[src/rtl/knn_topk_sorter.sv]
// knn_topk_sorter
//   Streaming top-K selector. Takes one (squared distance, vertex id) candidate
//   per cycle and keeps the K smallest in a sorted register array. Slot 0 holds
//   the smallest. When the query's final candidate arrives, the list is drained
//   in ascending order over a valid/ready stream.
//
// Ports
//   clk_in, rst_in              clock, synchronous active-high reset
//   clear_in                    abort query, empty list, back to FILL
//   data_valid_in/_ready_out    candidate handshake (ready only in FILL)
//   distance_sq_in, vertex_id_in, last_in   candidate payload
//   result_valid_out/_ready_in  result stream handshake
//   result_distance_out, result_id_out, result_last_out   result beat
//   count_out                   occupied slots
//   done_out                    one-cycle pulse after a drain completes
module knn_topk_sorter #(
  parameter int K        = 8,
  parameter int ID_WIDTH = 16
) (
  input  logic                   clk_in,
  input  logic                   rst_in,
  input  logic                   clear_in,
  input  logic                   data_valid_in,
  input  logic [31:0]            distance_sq_in,
  input  logic [ID_WIDTH-1:0]    vertex_id_in,
  input  logic                   last_in,
  output logic                   data_ready_out,
  output logic                   result_valid_out,
  input  logic                   result_ready_in,
  output logic [31:0]            result_distance_out,
  output logic [ID_WIDTH-1:0]    result_id_out,
  output logic                   result_last_out,
  output logic [$clog2(K+1)-1:0] count_out,
  output logic                   done_out
);
  localparam int CW = $clog2(K+1);
  localparam int IW = $clog2(K);
  localparam logic [CW-1:0] KC = CW'(K);

  typedef enum logic [1:0] {S_FILL, S_DRAIN, S_DONE} state_t;

  state_t                     r_state, w_state_nxt;
  logic [K-1:0]               r_vld;
  logic [K-1:0][31:0]         r_dist;
  logic [K-1:0][ID_WIDTH-1:0] r_id;
  logic [CW-1:0]              r_cnt;
  logic [IW-1:0]              r_idx;

  logic [K-1:0]               w_gt;
  logic [K-1:0]               w_vld_nxt;
  logic [K-1:0][31:0]         w_dist_nxt;
  logic [K-1:0][ID_WIDTH-1:0] w_id_nxt;
  logic                       w_nan, w_take, w_ins, w_rlast, w_hs;

  // Exponent all-ones with non-zero mantissa; +/-Inf still passes.
  assign w_nan  = (&distance_sq_in[30:23]) && (|distance_sq_in[22:0]);
  assign w_take = (r_state == S_FILL) && data_valid_in && !clear_in;
  // With no empty or strictly-greater slot the candidate would land past K-1.
  assign w_ins  = w_take && !w_nan && (|w_gt);

  // Each slot decides on its own: keep, take the new candidate (first slot
  // that compares greater), or take its lower neighbour (shift up). Since the
  // list is sorted and packed, w_gt is a thermometer code 0..01..1.
  genvar gi;
  generate
    for (gi = 0; gi < K; gi++) begin : g_slot
      // Strict compare puts a tie after the existing equal keys.
      assign w_gt[gi] = !r_vld[gi] || (r_dist[gi][30:0] > distance_sq_in[30:0]);
      if (gi == 0) begin : g_head
        assign w_vld_nxt[gi]  = w_gt[gi] ? 1'b1           : r_vld[gi];
        assign w_dist_nxt[gi] = w_gt[gi] ? distance_sq_in : r_dist[gi];
        assign w_id_nxt[gi]   = w_gt[gi] ? vertex_id_in   : r_id[gi];
      end else begin : g_body
        assign w_vld_nxt[gi]  = !w_gt[gi] ? r_vld[gi]  :
                                !w_gt[gi-1] ? 1'b1 : r_vld[gi-1];
        assign w_dist_nxt[gi] = !w_gt[gi] ? r_dist[gi] :
                                !w_gt[gi-1] ? distance_sq_in : r_dist[gi-1];
        assign w_id_nxt[gi]   = !w_gt[gi] ? r_id[gi]   :
                                !w_gt[gi-1] ? vertex_id_in : r_id[gi-1];
      end
    end
  endgenerate

  assign w_rlast = ({{(CW-IW){1'b0}}, r_idx} == r_cnt - CW'(1));
  assign w_hs    = (r_state == S_DRAIN) && result_ready_in;

  // Slot array and occupancy.
  always_ff @(posedge clk_in) begin
    if (rst_in || clear_in || r_state == S_DONE) begin
      r_vld <= '0;
      r_cnt <= '0;
    end else if (w_ins) begin
      r_vld  <= w_vld_nxt;
      r_dist <= w_dist_nxt;
      r_id   <= w_id_nxt;
      r_cnt  <= (r_cnt == KC) ? r_cnt : r_cnt + CW'(1);
    end
  end

  // State and read index.
  always_ff @(posedge clk_in) begin
    if (rst_in) begin
      r_state <= S_FILL;
      r_idx   <= '0;
    end else begin
      r_state <= w_state_nxt;
      if (clear_in || r_state != S_DRAIN) r_idx <= '0;
      else if (w_hs)                      r_idx <= w_rlast ? '0 : r_idx + IW'(1);
    end
  end

  always_comb begin
    w_state_nxt         = r_state;
    data_ready_out      = 1'b0;
    result_valid_out    = 1'b0;
    result_distance_out = '0;
    result_id_out       = '0;
    result_last_out     = 1'b0;
    done_out            = 1'b0;
    count_out           = r_cnt;
    case (r_state)
      S_FILL: begin
        data_ready_out = 1'b1;
        // A dropped NaN marked last still ends the query.
        if (w_take && last_in)
          w_state_nxt = (r_cnt != '0 || w_ins) ? S_DRAIN : S_DONE;
      end
      S_DRAIN: begin
        result_valid_out    = 1'b1;
        result_distance_out = r_dist[r_idx];
        result_id_out       = r_id[r_idx];
        result_last_out     = w_rlast;
        if (result_ready_in && w_rlast) w_state_nxt = S_DONE;
      end
      S_DONE: begin
        done_out    = 1'b1;
        w_state_nxt = S_FILL;
      end
      default: w_state_nxt = S_FILL;
    endcase
    if (clear_in) w_state_nxt = S_FILL;
  end
endmodule

[config.mk]
export PLATFORM = sky130hd
export DESIGN_NAME = knn_topk_sorter
export DESIGN_NICKNAME = d
export VERILOG_FILES = /design/src/rtl/knn_topk_sorter.sv
export SDC_FILE = /design/constraint.sdc
export NUM_CORES = 1
export LEC_CHECK = 0
export BUFFER_PORTS_ARGS = -buffer_cell sky130_fd_sc_hd__buf_2
export CORE_MARGIN = 2
export CORE_UTILIZATION = 25
export CTS_BUF_LIST = sky130_fd_sc_hd__clkbuf_4 sky130_fd_sc_hd__clkbuf_8 sky130_fd_sc_hd__clkbuf_16
export DETAILED_ROUTE_END_ITERATION = 8
export SLEW_MARGIN = 40
export SYNTH_ARGS = -nofsm -noshare
export SYNTH_HDL_FRONTEND = slang
export SYNTH_SLANG_ARGS = --single-unit
export TNS_END_PERCENT = 1
[constraint.sdc]
create_clock -name clk_in -period 17.9 [get_ports clk_in]
set_clock_uncertainty 0.15 [all_clocks]
set_input_delay 3.58 -clock clk_in [delete_from_list [all_inputs] [get_ports clk_in]]
set_output_delay 3.58 -clock clk_in [all_outputs]
set_load 0.01 [all_outputs]
==> run summary <==
I/O Buffers: 109
total CTS buffers: 49
Root Driver: clkbuf_16
area post-placement: 27100 µm²
simple-gate area share of the yosys netlist: 6.78%
hold violation total from the final report: 0
setup TNS: 0 ns
Routed WL: 79300 µm
largest family of logic cells by synthesized area: multiplexers
M2 GR Usage: 25.4%
Detailed Routing Iterations Pass 1: 5
DR vias: 16700
Worst setup SP type: flip-flop
Core Box Area: 98300 µm²
largest net degree at the start of global routing: 55
Post-route DRC: 0
met3 usage: 2.71%
Antenna Nets Post-Route: 0
Final min period: 7.47 ns
DR WL/cell: 24.1 µm
RSZ-0062 raised after global routing: no
global route hottest layer: met2
cts hold-fix bufs: 0
Fin Hold WS: 0.405 ns
final setup fails: 0
area growth from synthesis to layout: 15.7%
FF/Latch Area: 11900 µm²
adder-cell share of the synthesized area: 12.7%
Row Count: 115
total track usage: 15.4%
kind of critical path: reg2out
postcts setup bufs: 0
Critical Path RT: 14.17 ns
routability cong.: 0.881
TritonCTS clock tree: done
worst path arrival time: 3.74 ns
Setup WS pre-CTS: 10.01 ns
Pwr per Cell Area: 77.0 nW/µm²
sequential fraction of the synthesis area: 47.9%
Synthesized Nets: 2159
run status: complete, no violations
synthesized instance count: 1853
clock buffer depth: 3
crit end category: output port
Clk pin slew, worst setup/hold paths: 0.06 ns
fin crit share: 41.7%
Max-Cap Viols: 0
Initial Utilization: 25.2%
initial antenna violation count: 11
most frequent cells in the layout: edfxtp_1, mux2_2, ha_1
worst-path fanout max: 47
DP HPWL: 55200 µm
syn avg cell area: 13.4 µm²
nets: 2268
Min-Delay Path Class: reg2reg
fill count: 9911
library cells used by synthesis: 59
Die Span Y: 319 µm
Final Max Slew Viols: 0
number of synthesized flops with an enable pin: 384
die area: 102000 µm²
detail-routed via count per cell: 5.09
Leakage: 10.2 nW
multi-input logic area: 12500 µm²
Initial DRC Count: 1495
post_cts resized: 0
CTS sink count: 401
vias in the first global route: 16900
most common cell after layout, fill and taps aside: edfxtp_1
H-tree depth: 2
post-synth top area share: 46.5%
largest area contributor in the netlist: edfxtp_1
peak supply drop: 0.0000667 V
post-route cell area: 28700 µm²
slew margin rel.: 45.3%
Mapped Area: 24800 µm²
synthesis warning total: 0
Least-Margin Pin Slew: 0.820 ns
post-synthesis mux area share: 23.0%
Compound-Gate Fraction of Synth Area: 7.02%
met1 Usage GRT: 20.5%
layout cell share with drive strength beyond 1: 30.6%
FMAX: 0.134 GHz
FFs w/ async S/R, synth: 0%
first-pass GRT wire length: 117000 µm
worst skew pair latency: 0.62 ns
register bit total from synthesis: 401
die width: 319 µm
ys flop type: edfxtp_1
min setup slack post-route: 10.43 ns
I/O Pins: 110
grt ovf: 0
Synth area leaders: edfxtp_1, ha_1, mux2_2
xor-xnor portion of the synthesized cell area: 0.283%
==> cell families after synthesis <==
group,Yosys count
flops,401
simple gates,351
fa+ha+maj,252
buf+inv,137
compound gates,288
xor+xnor,8
mux,416
==> worst max-delay path: stages (launching register included) <==
cell,delay [ns]
dfxtp_4,0.48
buf_6,0.55
buf_6,0.64
mux4_2,0.63
mux2i_1,0.46
nor2_1,0.08
buf_2,0.16
==> stage by stage <==
step / power [mW] / utilization, % / std cells
after floorplan: 1.18 / - / 1853
after global placement: 1.25 / 27.3 / 3188
after detailed placement: 1.25 / 27.5 / 3196
after CTS: 2.22 / 29.1 / 3284
after global routing: 2.28 / 29.2 / 3286
final: 2.21 / 29.2 / 3287
==> cells in the mapped netlist, types with 4 or more instances <==
cell type	instances
edfxtp_1	384
mux2_2	271
ha_1	252
nand2_1	110
o21ai_0	99
mux4_2	96
nor2_1	95
a21oi_1	84
inv_1	55
nand4_1	51
mux2i_1	49
clkbuf_1	41
nand3_1	30
buf_2	29
a21o_1	26
a211oi_1	21
nor3_1	18
dfxtp_1	17
buf_1	11
o31ai_1	10
a221oi_1	9
nor4_1	9
and3_1	7
nand3b_1	7
a31oi_1	6
xor2_1	6
a21boi_0	5
nor2b_1	5
o211ai_1	4
==> final timing paths <==
kind               from  depth (start not counted)                endpoint  slack, ns
max            r_idx[0]                          6  result_distance_out[0]      10.43
min            r_vld[7]                          2                r_vld[7]       0.40
max reg2reg  r_dist[50]                         12            count_out[3]      13.57
min reg2reg    r_vld[7]                          2                r_vld[7]       0.40
==> area by class of cell <==
class | count | share of cell area, %
Multi-Input combinational cell | 1315 | 43.5
Sequential cell | 401 | 41.4
Tap cell | 1287 | 5.62
Clock buffer | 63 | 4.70
Timing Repair Buffer | 140 | 3.29
Inverter | 55 | 0.720
Clock inverter | 25 | 0.711
Antenna cell | 1 | 0.00873
==> metal layers <==
layer / vias to the layer above / routed length (µm)
li1: 7560 / -
met1: 8559 / 35100
met2: 476 / 37600
met3: 129 / 4360
met4: 18 / 2100
met5: - / 105
==> where the power goes <==
part	switching, mW	internal (mW)
Sequential	0.0134	1.04
Clock	0.413	0.561
Combinational	0.110	0.0667
==> state kept, by name (all words and copies together), names as in the netlist <==
| name | count |
|---|---|
| r_id | 128 |
| r_state | 2 |
| r_vld | 8 |
| count_out | 4 |
| r_dist | 256 |
| r_idx | 3 |
Power figures use the tool's default switching activity.
